[config.mk]
export PLATFORM = sky130hd
export DESIGN_NAME = alu_rr_scheduler
export DESIGN_NICKNAME = d
export VERILOG_FILES = /design/src/rtl/alu_rr_scheduler.sv
export SDC_FILE = /design/constraint.sdc
export NUM_CORES = 1
export LEC_CHECK = 0
export CAP_MARGIN = 20
export CORE_AREA = 2 2 70 72
export CTS_CLUSTER_DIAMETER = 80
export DETAILED_ROUTE_END_ITERATION = 16
export DIE_AREA = 0 0 72 74
export GPL_ROUTABILITY_DRIVEN = 0
export PLACE_DENSITY_LB_ADDON = 0.1
export RECOVER_POWER = 50
export SYNTH_ARGS = -nofsm -noshare
export SYNTH_HDL_FRONTEND = slang
export SYNTH_SLANG_ARGS = --single-unit
[constraint.sdc]
create_clock -name clk -period 1.8 [get_ports clk]
set_input_delay 0.18 -clock clk [delete_from_list [all_inputs] [get_ports clk]]
set_output_delay 0.18 -clock clk [all_outputs]
set_load 0.02 [all_outputs]
[src/rtl/alu_rr_scheduler.sv]
// alu_rr_scheduler: round-robin arbiter sharing one external combinational 4-bit ALU among NREQ requesters.
module alu_rr_scheduler #(
  parameter int NREQ = 4,
  parameter int IDW = 2
) (
  input  logic              clk,
  input  logic              rst,
  input  logic [NREQ-1:0]   req,
  input  logic [4*NREQ-1:0] op_a,
  input  logic [4*NREQ-1:0] op_b,
  input  logic [3*NREQ-1:0] op_sel,
  output logic [NREQ-1:0]   grant,
  output logic [3:0]        alu_a,
  output logic [3:0]        alu_b,
  output logic [2:0]        alu_sel,
  input  logic [3:0]        alu_out,
  input  logic              alu_carry,
  input  logic              alu_zero,
  output logic              rsp_valid,
  output logic [IDW-1:0]    rsp_id,
  output logic [3:0]        rsp_data,
  output logic              rsp_carry,
  output logic              rsp_zero,
  output logic              busy
);
  typedef enum logic {IDLE, ISSUE} state_t;
  state_t state_q, state_d;
  logic [IDW-1:0] ptr_q, ptr_d, pend_q, pend_d, rsp_id_q, rsp_id_d;
  logic [IDW-1:0] lo, hi, win;
  logic lo_f, hi_f;
  logic [3:0] a_w, b_w, alu_a_q, alu_a_d, alu_b_q, alu_b_d, rsp_data_q, rsp_data_d;
  logic [2:0] s_w, alu_sel_q, alu_sel_d;
  logic [NREQ-1:0] grant_q, grant_d;
  logic rsp_valid_q, rsp_valid_d, rsp_carry_q, rsp_carry_d, rsp_zero_q, rsp_zero_d;
  // Descending scan: lo ends as the lowest requester, hi as the lowest at or above ptr.
  always_comb begin
    lo = '0;
    hi = '0;
    lo_f = 1'b0;
    hi_f = 1'b0;
    for (int i = NREQ - 1; i >= 0; i--)
      if (req[i]) begin
        lo = IDW'(i);
        lo_f = 1'b1;
        if (IDW'(i) >= ptr_q) begin
          hi = IDW'(i);
          hi_f = 1'b1;
        end
      end
    win = hi_f ? hi : lo;
    a_w = '0;
    b_w = '0;
    s_w = '0;
    for (int i = 0; i < NREQ; i++)
      if (IDW'(i) == win) begin
        a_w = op_a[4*i +: 4];
        b_w = op_b[4*i +: 4];
        s_w = op_sel[3*i +: 3];
      end
  end
  always_comb begin
    state_d = state_q;
    ptr_d = ptr_q;
    pend_d = pend_q;
    grant_d = '0;
    rsp_valid_d = 1'b0;
    alu_a_d = alu_a_q;
    alu_b_d = alu_b_q;
    alu_sel_d = alu_sel_q;
    rsp_id_d = rsp_id_q;
    rsp_data_d = rsp_data_q;
    rsp_carry_d = rsp_carry_q;
    rsp_zero_d = rsp_zero_q;
    if (state_q == IDLE && lo_f) begin
      state_d = ISSUE;
      pend_d = win;
      grant_d = NREQ'(1) << win;
      ptr_d = (win == IDW'(NREQ - 1)) ? '0 : win + 1'b1;
      alu_a_d = a_w;
      alu_b_d = b_w;
      alu_sel_d = s_w;
    end else if (state_q == ISSUE) begin
      state_d = IDLE;
      rsp_valid_d = 1'b1;
      rsp_id_d = pend_q;
      rsp_data_d = alu_out;
      rsp_zero_d = alu_zero;
      rsp_carry_d = (alu_sel_q == 3'b000) & alu_carry;
    end
  end
  always_ff @(posedge clk or posedge rst)
    if (rst) begin
      state_q <= IDLE;
      ptr_q <= '0;
      pend_q <= '0;
      grant_q <= '0;
      rsp_valid_q <= 1'b0;
      alu_a_q <= '0;
      alu_b_q <= '0;
      alu_sel_q <= '0;
      rsp_id_q <= '0;
      rsp_data_q <= '0;
      rsp_carry_q <= 1'b0;
      rsp_zero_q <= 1'b0;
    end else begin
      state_q <= state_d;
      ptr_q <= ptr_d;
      pend_q <= pend_d;
      grant_q <= grant_d;
      rsp_valid_q <= rsp_valid_d;
      alu_a_q <= alu_a_d;
      alu_b_q <= alu_b_d;
      alu_sel_q <= alu_sel_d;
      rsp_id_q <= rsp_id_d;
      rsp_data_q <= rsp_data_d;
      rsp_carry_q <= rsp_carry_d;
      rsp_zero_q <= rsp_zero_d;
    end
  assign grant = grant_q;
  assign alu_a = alu_a_q;
  assign alu_b = alu_b_q;
  assign alu_sel = alu_sel_q;
  assign rsp_valid = rsp_valid_q;
  assign rsp_id = rsp_id_q;
  assign rsp_data = rsp_data_q;
  assign rsp_carry = rsp_carry_q;
  assign rsp_zero = rsp_zero_q;
  assign busy = state_q == ISSUE;
endmodule

-- Yosys cells after proc, flatten, opt, wreduce, memory -nomap -nowiden
Index checks and enable logic that the tools add are counted.
- register bits: 29
- input bits: 56
- ROM bits: 0
- memory bits (writable): 0
- logic and storage cells: 71
- memories: 0
- latch bits: 0
- add/subtract/negate cells: 1
- bitwise gates (word level): 3
- multipliers: 0
- div/mod/pow operators: 0
- reduce and logical (&&, ||, !) cells: 4
- shift operators: 1
- equal/unequal tests: 4
- order comparisons: 4
- multiplexer cells: 42
- operators with widths (cell ; number):
    4-bit 2-to-1 mux ; 9
    2-bit 2-to-1 mux ; 14
    1-bit 2-to-1 mux ; 15
    3-bit 2-to-1 mux ; 4
    2-bit equality test (first input constant) ; 2
    1-bit by 2-bit >= comparator with 1-bit output (first input constant) ; 2
    2-bit >= comparator (first input constant) ; 2
    1-bit by 2-bit << shifter with 4-bit output (first input constant) ; 1
    3-bit logical NOT ; 1
    2-bit by 1-bit adder with 2-bit output (second input constant) ; 1
    1-bit by 2-bit equality test with 1-bit output (first input constant) ; 1
    2-bit equality test (second input constant) ; 1
    2-bit logical NOT ; 1
    1-bit NOT ; 2
    2-bit AND reduction ; 1
    1-bit bitwise AND ; 1
    1-bit logical AND ; 1

-- Logic depth before layout (Yosys ltp)
Gate-level depths: netlist of run 1.
- depth in word-level cells: 15
- gate-level depth with buffers: 8
- gate-level depth less buffers: 7

-- Worst setup path after synthesis of run 1
No wires, ideal clock.
- path type: register -> register
- from: register ptr_q[0]
- to: register alu_b_q[0], in the netlist alu_b[0]
- stages on the path, launching flop included: 8
- clock period less this slack: 1.974 ns
- library setup time: 0.082 ns
- required time: 1.718 ns
- slack: -0.174 ns
- arrival: 1.892 ns
- cells stage by stage: dfrtp_1 -> nor2b_1 -> o21a_1 -> or3_1 -> ha_1 -> clkbuf_1 -> a221o_1 -> a31oi_1
- cells in the longest elaborated chain, start to end: 15
- RTL lines (element ; line ; source):
    from (decl) ; 28 ; logic [IDW-1:0] ptr_q, ptr_d, pend_q, pend_d, rsp_id_q, rsp_id_d;
    from (signal assigned) ; 107 ; ptr_q <= ptr_d;
    2-bit >= comparator ; 45 ; if (IDW'(i) >= ptr_q) begin
    2-bit 2-to-1 mux or 1-bit 2-to-1 mux (tied branches) ; 45 ;
    2-bit 2-to-1 mux or 1-bit 2-to-1 mux (tied branches) ; 42 ; if (req[i]) begin
    2-bit 2-to-1 mux or 1-bit 2-to-1 mux (tied branches) ; 45 ;
    2-bit 2-to-1 mux or 1-bit 2-to-1 mux (tied branches) ; 42 ;
    2-bit 2-to-1 mux or 1-bit 2-to-1 mux (tied branches) ; 45 ;
    2-bit 2-to-1 mux or 1-bit 2-to-1 mux (tied branches) ; 42 ;
    2-bit 2-to-1 mux or 1-bit 2-to-1 mux (tied branches) ; 45 ;
    2-bit 2-to-1 mux or 1-bit 2-to-1 mux (tied branches) ; 42 ;
    2-bit 2-to-1 mux * ; 50 ; win = hi_f ? hi : lo;
    2-bit logical NOT ; 55 ; if (IDW'(i) == win) begin
    4-bit 2-to-1 mux (3 in series) ; 55 ;
    4-bit 2-to-1 mux * ; 55 ;
    to (signal assigned) ; 112 ; alu_b_q <= alu_b_d;
    to (decl) ; 31 ; logic [3:0] a_w, b_w, alu_a_q, alu_a_d, alu_b_q, alu_b_d, rsp_data_q, rsp_data_d;
Every way passes the cells marked *; elsewhere a longest branch is shown, timed or not.
A chain may end at the register's enable or synchronous reset.

-- Final worst setup path of run 1
- from: input port req[1]
- to: register alu_sel_q[0], in the netlist alu_sel[0]
- cells in the longest elaborated chain, start to end: 9
- RTL lines (element ; line ; source):
    from (decl) ; 8 ; input logic [NREQ-1:0] req,
    2-bit 2-to-1 mux or 1-bit 2-to-1 mux (tied branches) ; 42 ;
    2-bit 2-to-1 mux or 1-bit 2-to-1 mux (tied branches) ; 45 ;
    2-bit 2-to-1 mux or 1-bit 2-to-1 mux (tied branches) ; 42 ;
    2-bit 2-to-1 mux * ; 50 ;
    via win[1] ; 29 ; logic [IDW-1:0] lo, hi, win;
    2-bit logical NOT ; 55 ;
    3-bit 2-to-1 mux (3 in series) ; 55 ;
    3-bit 2-to-1 mux * ; 55 ;
    to (signal assigned) ; 113 ; alu_sel_q <= alu_sel_d;
    to (decl) ; 32 ; logic [2:0] s_w, alu_sel_q, alu_sel_d;
Mark *: on every way through the listed nets, which the timed path passes. The rest lies on a longest branch.

==> load_flow_metrics.sql, run 1 <==
INSERT INTO impl_metrics (metric_group, metric, value, unit) VALUES
('detailed_routing', 'drt-vias-per-instance', '5.129', ''),
('power', 'power_density', '1402', 'nW/um^2'),
('setup_path', 'required', '1.99', 'ns'),
('synthesis', 'ys_warn_count', '0', ''),
('hold_path', 'hold_path_depth', '3', ''),
('cts', 'tritoncts', 'yes', ''),
('cells_and_area', 'finish.net_count', '323', ''),
('setup_path', 'arrival', '2.26', 'ns'),
('die', 'design.portCount', '81', ''),
('setup_path', 'critical_path.most_common_cell', 'sky130_fd_sc_hd__buf_4', ''),
('timing', 'fin_ws', '-0.2636', 'ns'),
('die', 'die-area', '5328', 'sq um'),
('setup_path', 'cpPeakStageDelay', '0.54', 'ns'),
('synthesis', 'synth_enable_flop_cells', '0', ''),
('cts', 'clk-insertion-delay-late', '0.28', 'ns'),
('global_routing', 'via_count_of_the_first_global_routing_pass', '1688', ''),
('status', 'status', 'complete, but fails checks', ''),
('power', 'pwr-share-comb', '0.584', ''),
('timing', 'final-hold-violation-count', '0', ''),
('die', 'floorplan.core_area', '4598', 'sq um'),
('timing', 'setup_total_negative_slack', '-1.956', 'ns'),
('global_routing', 'gr-total-overflow', '0', ''),
('detailed_routing', 'drc_violation_count_after_routing', '0', ''),
('timing', 'final_min_period_over_clock_period', '1.146', ''),
('status', 'failed_checks', 'negative setup slack', ''),
('setup_path', 'r2r_slack', '-0.24', 'ns'),
('cts', 'cts.htree.levels', '2', ''),
('cts', 'root_buffer', 'sky130_fd_sc_hd__clkbuf_8', ''),
('synthesis', 'synth_compound_gate_area_share', '0.2349', ''),
('timing', 'finalWorstPathRequiredPeriod', '2.064', 'ns'),
('cts', 'cts_hold_buffers', '0', ''),
('cells_and_area', 'final.fill_count', '391', ''),
('cells_and_area', 'num_antenna_cells', '0', ''),
('setup_path', 'criticalPathCategory', 'in -> reg', ''),
('timing', 'slew_headroom', '0.5269', ''),
('setup_path', 'timing.critical_path.slowest_stage_cell', 'sky130_fd_sc_hd__clkdlybuf4s50_1', ''),
('detailed_routing', 'detail_route.iter0.violations', '55', ''),
('detailed_routing', 'drt_pre_antenna_iters', '4', ''),
('cells_and_area', 'multi_input_combinational_cell_area', '859.6', 'sq um'),
('job', 'cap_violations', '0', ''),
('power', 'power.share.clock', '0.149', ''),
('synthesis', 'synth.lib_cells_used.distinct', '30', ''),
('timing', 'grt_setup_unrepaired', 'true', ''),
('synthesis', 'asyncSetResetFlopFracSynth', '1.000', ''),
('cts', 'ctsLongestPathBuffers', '2', ''),
('setup_path', 'cp_top_family', 'buffers and inverters', ''),
('setup_path', 'destination_of_the_worst_register_to_register_timing_path', 'alu_sel[0]$_DFFE_PP0P_', ''),
('setup_path', 'cp.buffers_inverters', '5', ''),
('die', 'floorplan.rows', '25', ''),
('synthesis', 'synth-xor-area-share', '0', ''),
('setup_path', 'ff2ff_path_depth', '7', ''),
('cts', 'clock_sink_count', '29', ''),
('cts', 'worst_path_clk_slew', '0.07', 'ns'),
('synthesis', 'synth_simple_gate_area_frac', '0.1444', ''),
('global_routing', 'globalRouteTotalUtil', '0.1945', ''),
('synthesis', 'postSynthAreaPerCell', '9.672', 'sq um'),
('timing', 'finish_stage_setup_viols', '11', ''),
('timing', 'slew_viol_final', '0', ''),
('placed_design', 'buffer_ports.inserted', '80', ''),
('power', 'power', '4.000', 'mW'),
('setup_path', 'crit_fanout', '11', ''),
('synthesis', 'yosysSeqAreaShare', '0.4603', ''),
('placed_design', 'placed_cell_area', '2571', 'sq um'),
('timing', 'tightestPinTransition', '0.7096', 'ns'),
('setup_path', 'regToRegStartpoint', 'ptr_q[0]$_DFFE_PP0P_', ''),
('synthesis', 'synthesis.instances', '163', ''),
('detailed_routing', 'vias', '1631', ''),
('synthesis', 'synthMuxAreaShare', '0.05714', ''),
('cells_and_area', 'seqCellArea', '726.9', 'sq um'),
('setup_path', 'path_cells', 'clkdlybuf4s50_1 > inv_2 > a311oi_2 > buf_4 > nor2_2 > buf_4 > ha_4 > buf_12 > a221o_1 > a31oi_1', ''),
('hold_path', 'whs_endpoint', 'alu_a[0]$_DFFE_PP0P_', '');
==> stage by stage <==
step	hold slack (ns)	cells
floorplan	0.2581	163
global placement	0.4892	304
detailed placement	0.4948	304
CTS	0.2855	317
global route	0.4686	318
finish	0.4639	318
==> kinds of logic (layout without fill, tap and decap cells) <==
logic type,Yosys count,in the layout
AO/OA/AOI/OAI,55,55
buffers and inverters,27,128
AND/OR/NAND/NOR,40,40
adder cells (fa/ha/maj),4,4
multiplexers,8,8
flip-flops,29,29
==> cells in the mapped netlist (all sizes together) (2+ instances only) <==
cell	count	area [sq um]
dfrtp	29	725.7
a21oi	24	120.1
inv	13	48.80
nand2	12	45.04
a221o	11	110.1
a31oi	11	68.82
nand3b	11	82.58
clkbuf	9	33.78
mux2	8	90.09
and3	4	25.02
buf	4	26.27
ha	4	50.05
nor2	3	11.26
nand2b	2	12.51
nor4	2	12.51
o21ai	2	10.01
o41ai	2	17.52
==> final cells by class <==
type / instances / area share
clock buffer: 7 / 0.03377
clock inverter: 1 / 0.001754
inverter: 14 / 0.01842
multi-input combinational: 107 / 0.3013
sequential: 29 / 0.2548
tap: 54 / 0.02368
timing repair buffer: 106 / 0.3662
==> state kept, by name, summed over array words and instances (netlist names) <==
signal	count
alu_a	4
alu_b	4
grant	4
rsp_data	4
alu_sel	3
pend_q	2
ptr_q	2
rsp_id	2
busy	1
rsp_carry	1
rsp_valid	1
rsp_zero	1
==> worst reg2reg max path: stages (launching register included) <==
cell	delay, ns
sky130_fd_sc_hd__dfrtp_1	0.41
sky130_fd_sc_hd__nor2b_4	0.06
sky130_fd_sc_hd__o21a_2	0.24
sky130_fd_sc_hd__or3_4	0.37
sky130_fd_sc_hd__ha_4	0.19
sky130_fd_sc_hd__buf_12	0.13
sky130_fd_sc_hd__a221o_1	0.35
sky130_fd_sc_hd__a31oi_1	0.20
==> metal layers <==
layer,part of all wire,track usage,routed length [microns]
met5,0,0,0
met4,0.024,0.07966,121
met3,0.076,0.06775,375
met2,0.49,0.3261,2418
met1,0.41,0.2297,2038
==> power groups by stage <==
stage	Combinational, mW	Sequential (mW)	Clock [mW]
final	2.34	1.07	0.594
after global routing	2.51	1.11	0.642
after CTS	2.24	1.07	0.611
after detailed placement	2.03	1.08	0
after global placement	2.01	1.08	0
after floorplan	0.896	1.33	0
==> how the worst max path moves through the flow <==
stage	depth (start not counted)	end	slack [ns]	startpoint
floorplan	7	alu_b[0]$_DFFE_PP0P_	-0.08	ptr_q[0]$_DFFE_PP0P_
global placement	9	alu_sel[0]$_DFFE_PP0P_	-0.64	req[2]
detailed placement	8	alu_sel[0]$_DFFE_PP0P_	-0.61	req[0]
CTS	7	alu_sel[0]$_DFFE_PP0P_	-0.18	ptr_q[0]$_DFFE_PP0P_
global route	9	alu_sel[0]$_DFFE_PP0P_	-0.32	ptr_q[1]$_DFFE_PP0P_
finish	10	alu_sel[0]$_DFFE_PP0P_	-0.26	req[1]
==> repair_timing <==
action                                  CTS  global route
cloned                                    0             1
gates resized for setup                  18             8
hold endpoints to repair                  0             0
pin swaps                                 9             7
setup buffers                             5             0
endpoints found under the setup margin   12            14
Note: power is estimated with default switching activity, not from simulation.
==> inputs of run 2 (changes only) <==
--- a/constraint.sdc
+++ b/constraint.sdc
@@ -3,2 +3,2 @@
 set_output_delay 0.18 -clock clk [all_outputs]
-set_load 0.02 [all_outputs]
+set_load 0.01 [all_outputs]
==> run 2 against run 1 <==
The run still ends with negative setup slack left; clock power barely moved; register-to-register slack about the same; die area did not move; sequential share of layout area about the same; first-iteration DRC count did not move; utilization decreased by 0.11 points; sequential power hardly changed; non-clock buffer count unchanged; clock skew about the same; routed wire length hardly changed; total power decreased by 4.3%; global-route usage stayed put.
==> load_flow_metrics.sql, run 2 (synthesis gave the netlist of run 1 again) <==
INSERT INTO impl_metrics (metric_group, metric, value, unit) VALUES
('status', 'status', 'complete, but fails checks', ''),
('status', 'failed_checks', 'negative setup slack', ''),
('setup_path', 'critical_path_cell_count', '10', ''),
('setup_path', 'cp_top_family', 'buffers and inverters', ''),
('hold_path', 'hold_path_depth', '3', ''),
('setup_path', 'ff2ff_path_depth', '7', ''),
('cells_and_area', 'layout-area-overhead-vs-synth', '80.63', '%'),
('setup_path', 'crit_fanout', '11', ''),
('cts', 'cts.htree.levels', '2', ''),
('timing', 'finalWorstPathRequiredPeriod', '2.064', 'ns'),
('cts', 'clk-insertion-delay-late', '0.28', 'ns'),
('hold_path', 'whs_endpoint', 'alu_a[0]$_DFFE_PP0P_', ''),
('setup_path', 'r2r_slack', '-0.24', 'ns'),
('detailed_routing', 'routed_wire_length_per_instance', '15.56', 'microns'),
('placed_design', 'place_ws', '-0.6147', 'ns'),
('timing', 'tightestPinTransition', '0.7102', 'ns'),
('cells_and_area', 'final.fill_count', '392', ''),
('hold_path', 'holdCritPathClass', 'in -> reg', ''),
('cells_and_area', 'final_common_cell', 'sky130_fd_sc_hd__clkdlybuf4s50_1', ''),
('die', 'floorplan.rows', '25', ''),
('setup_path', 'criticalPathCategory', 'in -> reg', ''),
('setup_path', 'required', '1.99', 'ns'),
('detailed_routing', 'detail_route.iter0.violations', '55', ''),
('power', 'p_leak', '1.193', 'nW'),
('die', 'die-area', '5328', 'sq um'),
('cells_and_area', 'most-common-layout-cells', 'sky130_fd_sc_hd__clkdlybuf4s50_1 (76), sky130_fd_sc_hd__dfrtp_1 (29), sky130_fd_sc_hd__a21oi_1 (22)', ''),
('setup_path', 'worstSetupStartpointType', 'input pin', ''),
('die', 'floorplan.core_area', '4598', 'sq um'),
('die', 'dieWidth', '72', 'microns'),
('placed_design', 'placed_cells', '304', ''),
('setup_path', 'timing.critical_path.slowest_stage_cell', 'sky130_fd_sc_hd__clkdlybuf4s50_1', ''),
('global_routing', 'grt_start_max_net_pins', '30', ''),
('global_routing', 'globalRouteTotalUtil', '0.1945', ''),
('timing', 'final-hold-violation-count', '0', ''),
('timing', 'hold-worst-slack', '0.4639', 'ns'),
('cts', 'worst_path_clk_slew', '0.07', 'ns'),
('die', 'initial_core_util', '0.3429', ''),
('global_routing', 'via_count_of_the_first_global_routing_pass', '1688', ''),
('setup_path', 'cp.buffers_inverters', '5', ''),
('timing', 'grt_setup_unrepaired', 'true', ''),
('placed_design', 'dpl.hpwl', '3370', 'microns'),
('setup_path', 'cpPeakStageDelay', '0.54', 'ns'),
('cts', 'cts_hold_buffers', '0', ''),
('cts', 'clock_sink_count', '29', ''),
('cells_and_area', 'postLayoutCoreUtil', '0.6193', ''),
('cts', 'tritoncts', 'yes', ''),
('setup_path', 'destination_of_the_worst_register_to_register_timing_path', 'alu_sel[0]$_DFFE_PP0P_', ''),
('hold_path', 'worstHoldStart', 'op_a[12]', ''),
('detailed_routing', 'drt_pre_antenna_iters', '4', ''),
('detailed_routing', 'postRouteWirelength', '4949', 'microns'),
('cells_and_area', 'num_antenna_cells', '0', ''),
('timing', 'clock.fmax', '0.4846', 'GHz'),
('detailed_routing', 'drc_violation_count_after_routing', '0', ''),
('global_routing', 'wire_length_of_the_first_global_routing_pass', '7859', 'microns'),
('global_routing', 'gr-total-overflow', '0', ''),
('cells_and_area', 'finish.net_count', '323', ''),
('cts', 'ctsLongestPathBuffers', '2', ''),
('cells_and_area', 'final_cells', '318', ''),
('timing', 'slew_viol_final', '0', ''),
('placed_design', 'buffer_ports.inserted', '80', ''),
('global_routing', 'antenna_found_initial', '0', ''),
('timing', 'slew_headroom', '0.5265', ''),
('timing', 'fin_skew', '0.005031', 'ns'),
('die', 'die_h', '74', 'microns'),
('timing', 'fin_ws', '-0.2637', 'ns'),
('setup_path', 'regToRegStartpoint', 'ptr_q[0]$_DFFE_PP0P_', ''),
('detailed_routing', 'vias', '1629', ''),
('die', 'design.portCount', '81', ''),
('timing', 'setup_total_negative_slack', '-1.956', 'ns'),
('cells_and_area', 'post_route_cells_drive_above_1_share', '0.2235', ''),
('power', 'worst_ir_drop_vdd', '506.3', 'uV'),
('setup_path', 'critical_path.most_common_cell', 'sky130_fd_sc_hd__buf_4', ''),
('power', 'power_density', '1344', 'nW/um^2'),
('detailed_routing', 'drt-vias-per-instance', '5.123', ''),
('cts', 'root_buffer', 'sky130_fd_sc_hd__clkbuf_8', ''),
('setup_path', 'path_cells', 'clkdlybuf4s50_1 > inv_2 > a311oi_2 > buf_4 > nor2_2 > buf_4 > ha_4 > buf_12 > a221o_1 > a31oi_1', ''),
('setup_path', 'arrival', '2.26', 'ns'),
('setup_path', 'worst_setup_path_end_kind', 'register', ''),
('timing', 'final_min_period_over_clock_period', '1.146', ''),
('detailed_routing', 'drtAntennaViolNets', '0', ''),
('timing', 'finish_stage_setup_viols', '11', ''),
('cts', 'cts_buffers', '5', ''),
('job', 'cap_violations', '0', '');
-- run 2: changes by cell type in the layout (fill, tap and decap cells not counted) --
cell                       change
sky130_fd_sc_hd__buf_4         -1
sky130_fd_sc_hd__clkbuf_1      +1
sky130_fd_sc_hd__dfrtp_1       +1
sky130_fd_sc_hd__dfrtp_2       -1
-- run 2: worst max-delay path by stage --
stage	startpoint	to	slack, ns
2_1_floorplan	ptr_q[0]$_DFFE_PP0P_	alu_b[0]$_DFFE_PP0P_	-0.08
3_3_place_gp	req[2]	alu_sel[0]$_DFFE_PP0P_	-0.64
3_5_place_dp	req[0]	alu_sel[0]$_DFFE_PP0P_	-0.61
4_1_cts	ptr_q[0]$_DFFE_PP0P_	alu_sel[0]$_DFFE_PP0P_	-0.18
5_1_grt	ptr_q[1]$_DFFE_PP0P_	alu_sel[0]$_DFFE_PP0P_	-0.32
6_report	req[1]	alu_sel[0]$_DFFE_PP0P_	-0.26
-- run 2: tightest hold or removal path, cell delays in order --
cell,delay [ns]
sky130_fd_sc_hd__clkdlybuf4s50_1,0.40
sky130_fd_sc_hd__nand2_1,0.06
sky130_fd_sc_hd__a31oi_1,0.07
-- run 2: per-layer routing --
metal  GRT usage  part of all wire  routed length (microns)
met2      0.3261              0.49                     2417
met4     0.07966             0.024                      121
met5           0                 0                        0
met3     0.06775             0.076                      375
met1      0.2297              0.41                     2036
-- run 2: through the flow --
stage          total power, mW  instance area (sq um)
6_report                 3.827                   2848
5_1_grt                  4.087                   2848
3_3_place_gp             2.918                   2571
3_5_place_dp             2.943                   2571
4_1_cts                  3.755                   2799
2_1_floorplan            2.059                   1610
-- run 2: report_power, final --
group / switching [mW] / leakage [nW] / internal, mW
registers: 0.155 / 0.348 / 0.912
logic: 0.919 / 0.790 / 1.25
clock network: 0.250 / 0.0542 / 0.345
-- run 2: timing repair --
item	4_1_cts	5_1_grt
pin swaps	9	7
gates resized for setup	18	7
cloned	0	1
setup endpoints to repair	12	13
setup buffers	5	0
-- run 2: area by class of cell --
class	count	area, sq um	area share
Clock buffer	7	96.34	0.03383
Clock inverter	1	5.005	0.001757
Inverter	14	52.55	0.01845
Multi-Input combinational cell	107	859.6	0.3018
Sequential cell	29	725.7	0.2548
Tap cell	54	67.56	0.02373
Timing Repair Buffer	106	1041	0.3656
==> inputs of run 3 (changes only) <==
- clock period: 1.8 -> 2.5 ns (I/O delays scaled with it)
==> run 3 against run 2 <==
The run ends with max-capacitance violations, max-slew violations left; global-route usage shrank 2.2 points; critical path depth fell by 2; sequential cell count unchanged; cell count shrank 4.1%; sequential power decreased by 28%; die area unchanged; total power shrank 33%; clock skew shrank 0.0039 ns; critical path type unchanged; via count fell by 3.7%; first-iteration DRC count rose by 45%.
==> load_flow_metrics.sql, run 3 (synthesis gave the netlist of run 1 again) <==
INSERT INTO impl_metrics (metric_group, metric, value, unit) VALUES
('status', 'status', 'complete, but fails checks', ''),
('status', 'failed_checks', 'max-capacitance violations, max-slew violations', ''),
('setup_path', 'destination_of_the_worst_register_to_register_timing_path', 'alu_b[1]$_DFFE_PP0P_', ''),
('hold_path', 'whs_endpoint', 'rsp_id[1]$_DFFE_PP0P_', ''),
('setup_path', 'worst_setup_path_end_kind', 'register', ''),
('global_routing', 'grt_start_max_net_pins', '30', ''),
('power', 'p_leak', '1.101', 'nW'),
('cts', 'worst_path_clk_slew', '0.06', 'ns'),
('cells_and_area', 'most-common-layout-cells', 'sky130_fd_sc_hd__clkdlybuf4s50_1 (75), sky130_fd_sc_hd__dfrtp_1 (29), sky130_fd_sc_hd__a21oi_1 (24)', ''),
('hold_path', 'hold_path_depth', '1', ''),
('detailed_routing', 'postRouteWirelength', '4360', 'microns'),
('setup_path', 'ff2ff_path_depth', '8', ''),
('placed_design', 'place_ws', '-0.07553', 'ns'),
('detailed_routing', 'drt_pre_antenna_iters', '4', ''),
('timing', 'final_min_period_over_clock_period', '0.9010', ''),
('cells_and_area', 'post_route_cells_drive_above_1_share', '0.1116', ''),
('placed_design', 'buffer_ports.inserted', '80', ''),
('timing', 'finish_stage_setup_viols', '0', ''),
('job', 'cap_violations', '1', ''),
('global_routing', 'antenna_found_initial', '0', ''),
('timing', 'grt_setup_unrepaired', 'false', ''),
('timing', 'finalWorstPathRequiredPeriod', '2.253', 'ns'),
('setup_path', 'cp.buffers_inverters', '2', ''),
('setup_path', 'required', '2.70', 'ns'),
('die', 'die_h', '74', 'microns'),
('detailed_routing', 'detail_route.iter0.violations', '80', ''),
('setup_path', 'arrival', '2.45', 'ns'),
('timing', 'slew_headroom', '-0.04646', ''),
('cts', 'root_buffer', 'sky130_fd_sc_hd__clkbuf_8', ''),
('setup_path', 'criticalPathCategory', 'in -> reg', ''),
('cts', 'clock_sink_count', '29', ''),
('setup_path', 'path_cells', 'dlygate4sd3_1 > and2b_1 > o21a_1 > or3_1 > ha_1 > buf_12 > a221o_1 > a31oi_1', ''),
('cts', 'clk-insertion-delay-late', '0.27', 'ns'),
('cts', 'cts_buffers', '5', ''),
('placed_design', 'placed_cell_area', '2520', 'sq um'),
('cells_and_area', 'post-route-cell-area', '2631', 'sq um'),
('global_routing', 'wire_length_of_the_first_global_routing_pass', '7100', 'microns'),
('setup_path', 'crit_fanout', '23', ''),
('cells_and_area', 'final_cells', '305', ''),
('setup_path', 'cpPeakStageDelay', '0.54', 'ns'),
('global_routing', 'globalRouteTotalUtil', '0.1727', ''),
('hold_path', 'holdCritPathClass', 'reg -> reg', ''),
('die', 'floorplan.rows', '25', ''),
('detailed_routing', 'vias', '1569', ''),
('cells_and_area', 'postLayoutCoreUtil', '0.5722', ''),
('setup_path', 'worstSetupStartpointType', 'input pin', ''),
('power', 'power_density', '974.2', 'nW/um^2'),
('power', 'worst_ir_drop_vdd', '336.1', 'uV'),
('cts', 'cts.htree.levels', '2', ''),
('timing', 'slew_viol_final', '30', ''),
('die', 'die-area', '5328', 'sq um'),
('timing', 'tightestPinTransition', '1.570', 'ns'),
('detailed_routing', 'drt-vias-per-instance', '5.144', ''),
('timing', 'fin_ws', '0.2474', 'ns'),
('cells_and_area', 'final_common_cell', 'sky130_fd_sc_hd__clkdlybuf4s50_1', ''),
('cts', 'tritoncts', 'yes', ''),
('die', 'initial_core_util', '0.3429', ''),
('cells_and_area', 'layout-area-overhead-vs-synth', '66.90', '%'),
('setup_path', 'timing.critical_path.from', 'req[3]', ''),
('cells_and_area', 'final.fill_count', '437', ''),
('die', 'floorplan.core_area', '4598', 'sq um'),
('cells_and_area', 'num_antenna_cells', '0', ''),
('detailed_routing', 'drtAntennaViolNets', '0', ''),
('setup_path', 'r2r_slack', '0.36', 'ns'),
('detailed_routing', 'drc_violation_count_after_routing', '0', ''),
('setup_path', 'cp_top_family', 'buffers and inverters', ''),
('hold_path', 'worstHoldStart', 'rsp_id[1]$_DFFE_PP0P_', ''),
('timing', 'fin_skew', '0.001164', 'ns'),
('cells_and_area', 'finish.net_count', '310', ''),
('die', 'dieWidth', '72', 'microns'),
('setup_path', 'regToRegStartpoint', 'ptr_q[1]$_DFFE_PP0P_', ''),
('timing', 'final-hold-violation-count', '0', ''),
('setup_path', 'timing.critical_path.slowest_stage_cell', 'sky130_fd_sc_hd__dlygate4sd3_1', ''),
('timing', 'clock.fmax', '0.4439', 'GHz'),
('global_routing', 'via_count_of_the_first_global_routing_pass', '1539', ''),
('placed_design', 'dpl.hpwl', '3126', 'microns'),
('global_routing', 'gr-total-overflow', '0', ''),
('placed_design', 'placed_cells', '297', ''),
('cts', 'ctsLongestPathBuffers', '2', ''),
('die', 'design.portCount', '81', ''),
('detailed_routing', 'routed_wire_length_per_instance', '14.30', 'microns');
## run 3: power breakdown
group	leakage [nW]	internal (mW)	total (mW)	switching, mW
Combinational	0.694	0.739	1.29	0.554
Sequential	0.348	0.657	0.774	0.117
Clock	0.0585	0.324	0.496	0.172
Total	1.10	1.72	2.56	0.843
## run 3: layout make-up
| class | instances | area (sq um) | share of cell area |
|---|---|---|---|
| timing repair buffer | 93 | 928.4 | 0.3528 |
| clock buffer | 7 | 86.33 | 0.03281 |
| multi-input combinational | 107 | 740.7 | 0.2815 |
| sequential | 29 | 725.7 | 0.2758 |
| clock inverter | 1 | 30.03 | 0.01141 |
| inverter | 14 | 52.55 | 0.01997 |
| tap | 54 | 67.56 | 0.02568 |
## run 3: timing repair
action,in CTS,in global routing
hold buffers,0,0
setup endpoints to repair,0,9
buffers inserted,0,0
gates resized for setup,0,1
## run 3: per-stage QoR
step / hold slack, ns / total power [mW] / TNS (ns)
after detailed placement: 0.4950 / 2.091 / -0.6339
final: 0.5056 / 2.564 / 0
after global routing: 0.5220 / 2.742 / 0
after global placement: 0.4867 / 2.073 / -0.05793
after CTS: 0.3576 / 2.596 / 0
after floorplan: 0.3281 / 1.446 / 0
## run 3: routing by layer
layer	global-route usage	up-vias	part of all wire	routed length, microns
met5	0	-	0	0
met4	0.07966	0	0.018	80
met3	0.05691	7	0.091	397
met2	0.2685	76	0.44	1922
met1	0.2202	717	0.45	1960
li1	-	769	-	-
## run 3: worst register-to-register path: cells and delay by family, from the launching register on
kind                       cells  cell delay, ns
adders and majority gates      1            0.19
AOI/OAI and AO/OA              4            1.00
buffers and inverters          1            0.16
DFF                            1            0.43
and+or+nand+nor                2            0.28
## run 3: worst max path at each step
stage | end | slack (ns) | depth (start not counted)
4_1_cts | alu_b[1]$_DFFE_PP0P_ | 0.21 | 8
3_3_place_gp | alu_b[1]$_DFFE_PP0P_ | -0.02 | 8
2_1_floorplan | alu_b[0]$_DFFE_PP0P_ | 0.53 | 7
3_5_place_dp | alu_b[1]$_DFFE_PP0P_ | -0.08 | 8
5_1_grt | alu_a[2]$_DFFE_PP0P_ | 0.11 | 9
6_report | alu_b[0]$_DFFE_PP0P_ | 0.25 | 8
==> variant 1: new RTL, settings of run 1 <==
`IDW`: 2 -> 1.
--- a/src/rtl/alu_rr_scheduler.sv
+++ b/src/rtl/alu_rr_scheduler.sv
@@ -3,3 +3,3 @@
   parameter int NREQ = 4,
-  parameter int IDW = 2
+  parameter int IDW = 1
 ) (
Ports: changed (resized rsp_id); port bits go from 81 to 80. No check against the original RTL was run, so the function may have changed too.
==> variant 1 against run 1 <==
  * Cell area down 41%
  * Count of clock-buffer cells in the layout fell by 4
  * First-iteration DRC count is 38% lower
  * Global-route usage fell by 10 points
  * Wire length down 51%
  * Sequential cell count down 5
  * Sequential share of layout area increased by 10 points
  * Clock power is 49% lower
  * Worst setup slack gained 0.46 ns
  * Combinational power fell by 60%
  * Sequential power decreased by 22%
  * Register-to-register slack improved by 0.53 ns
  * Power fell by 48%
  * Synthesized area decreased by 32%
  * Critical path type is now reg2out
==> variant 1: results (changes against run 1) <==
metric,value,unit,change
crit-path max FO,8,,-3
postcts setup bufs,0,,-5
CTS Buf Count,3,,-2
layout cell share with drive strength beyond 1,0.110,,-0.121
post-synthesis sequential area ratio,0.564,,+0.104
Met1 Wirelength,1.10,mm,-46%
CP arrival,1.42,ns,-0.84 ns
final cell count without fillers,199,,-37%
met2 wire length,1.11,mm,-54%
Vias,817,,-50%
Synth Area in Adders,0,,-0.0317
status,finished clean,,
Met3 Wirelength,192,um,-49%
syn avg cell area,12.0,um^2,+24%
worst-margin pin slew,1.33,ns,+0.623 ns
mux cell area share after synthesis,0.0635,,+0.00631
nonclk inv count,15,,+1
Multi-input comb cells,44,,-59%
"top cells by count, synth","dfrtp_1, inv_1, o21ai_1",,
Synth area leaders,"dfrtp_1, a22oi_2, o21ai_1",,
Reg area,601,um^2,-17%
PwrDens,1240,mW/mm^2,-11%
non-clk buf share,0.339,,-0.0272
Synth Area in Compound Gates,0.227,,-0.00813
fillcell total,451,,+15%
gr usage total,0.0937,,-0.101
variant 1: cell count changes in the layout (fill, tap and decap cells not counted), sizes merged, moves of 10 or more:
cell | before | now
a21oi | 24 | 0
buf | 24 | 1
clkdlybuf4s50 | 76 | 55
a221o | 11 | 0
a22oi | 0 | 11
a31oi | 11 | 0
nand2 | 12 | 1
nand3b | 11 | 0
o21ai | 2 | 12
variant 1: worst paths after layout:
check                       startpoint          end  slack, ns  cells past startpoint
max                               busy         busy       0.20                      1
min                           op_a[12]     alu_a[0]       0.45                      3
max reg2reg                       busy   alu_sel[2]       0.29                      4
min reg2reg                rsp_data[3]  rsp_data[3]       0.49                      1
max in group asynchronous          rst  rsp_data[1]       0.36                      3
min in group asynchronous          rst  rsp_data[3]       0.66                      3
variant 1: where the power goes:
part           leakage (nW)  switching, mW  internal (mW)
Clock                0.0216          0.154          0.149
Sequential            0.289          0.121          0.717
Combinational         0.412          0.451          0.495
==> variant 2: new RTL, settings of run 1 <==
Made on the original files. Take the reset off `rsp_data_q` and load it in a clocked block of its own.
--- a/src/rtl/alu_rr_scheduler.sv
+++ b/src/rtl/alu_rr_scheduler.sv
@@ -101,3 +101,2 @@
       rsp_id_q <= '0;
-      rsp_data_q <= '0;
       rsp_carry_q <= 1'b0;
@@ -114,3 +113,2 @@
       rsp_id_q <= rsp_id_d;
-      rsp_data_q <= rsp_data_d;
       rsp_carry_q <= rsp_carry_d;
@@ -118,2 +116,6 @@
     end
+
+  always_ff @(posedge clk) begin
+    rsp_data_q <= rsp_data_d;
+  end
   assign grant = grant_q;
Function: differs if rst is asserted again (counterexample within 4 cycles, from zero or initial values and one cycle with rst high); with rst held inactive, the same outputs for 10 cycles.
==> variant 2 against run 1 <==
  * The flow still finishes with violations (negative setup slack)
  * Worst setup slack better by 0.072 ns
  * Highest routed layer unchanged
  * Via count is 3.7% higher
  * Maximum frequency up 3.6%
  * Cell area rose by 1.5%
  * Clock skew fell by 0.00077 ns
  * Wire length increased by 7.6%
  * Sequential share of layout area grew 0.32 points
  * Combinational power grew 5%
  * Worst hold slack improved by 0.010 ns
  * Sequential cell count unchanged
  * Synthesized area shrank 1.5%
  * Synthesized cell count shrank 2.5%
  * Die area unchanged
  * Power up 1.9%
  * Critical endpoint is now alu_b[3]
==> variant 2: results (changes against run 1) <==
metric,value,unit,change
Multi-input comb cells,103,,-3.7%
area of the multi-input gates,823,um^2,-4.2%
status,"finished, violations left",,
DPL Wire Length,3.39,mm,+0.73%
wire per inst,16.4,um,+5.2%
Post-Place Cells,299,,-1.6%
final net count,330,,+2.2%
CP max stage cell,dfrtp_2,,
# clk buffers,5,,-2
synthesized instance count,159,,-2.5%
gr usage total,0.200,,+0.00525
global-route wire length before repair,8.08,mm,+2.8%
fillcell total,364,,-6.9%
Netlist cell types,31,,+3.3%
failing checks,negative setup slack,,
asr flop ratio synth,0.862,,-0.138
"Setup violations, final",12,,+1
Setup WS pre-CTS,-0.653,ns,-0.0381 ns
met3 Use GR,0.0447,,-0.0230
leakage power,1.22,nW,+2.0%
"top cells by count, synth","dfrtp_1, a21oi_1, inv_1",,
post-route worst setup slack,-0.192,ns,+0.0721 ns
worst-case vdd ir drop,536,uV,+3.1%
met2 wire length,2.57,mm,+6.3%
Post-Syn Nets,219,,-1.8%
Synth area leaders,"dfrtp_1, a21oi_1, edfxtp_1",,
final core occ,0.630,,+0.00925
bufs w/o clock,117,,+10%
==> variant 2: cells by family (layout without fill, tap and decap cells) <==
kind of cell,Yosys count,count (layout),synth area share
AO/OA/AOI/OAI,55,55,0.239
AND/OR/NAND/NOR,40,40,0.147
flip-flops,29,29,0.480
buffers and inverters,27,139,0.0733
adder cells (fa/ha/maj),4,4,0.0322
multiplexers,4,4,0.0290
==> variant 2: power breakdown <==
group	switching (mW)	internal [mW]	leakage, nW	total [mW]
combinational	1.12	1.34	0.836	2.46
sequential	0.164	0.920	0.340	1.08
clock	0.265	0.266	0.0439	0.531
==> variant 2: path summary, 6_finish.rpt <==
path                            startpoint         to  slack (ns)  cells past startpoint
worst max-delay path              ptr_q[0]   alu_b[3]       -0.19                      9
worst min-delay path              op_a[15]   alu_a[3]        0.47                      3
worst max register to register    ptr_q[0]   alu_b[3]       -0.19                      9
worst min register to register   pend_q[0]  rsp_id[0]        0.51                      1
max in group asynchronous              rst   ptr_q[0]        0.84                      3
min in group asynchronous              rst       busy        0.50                      3
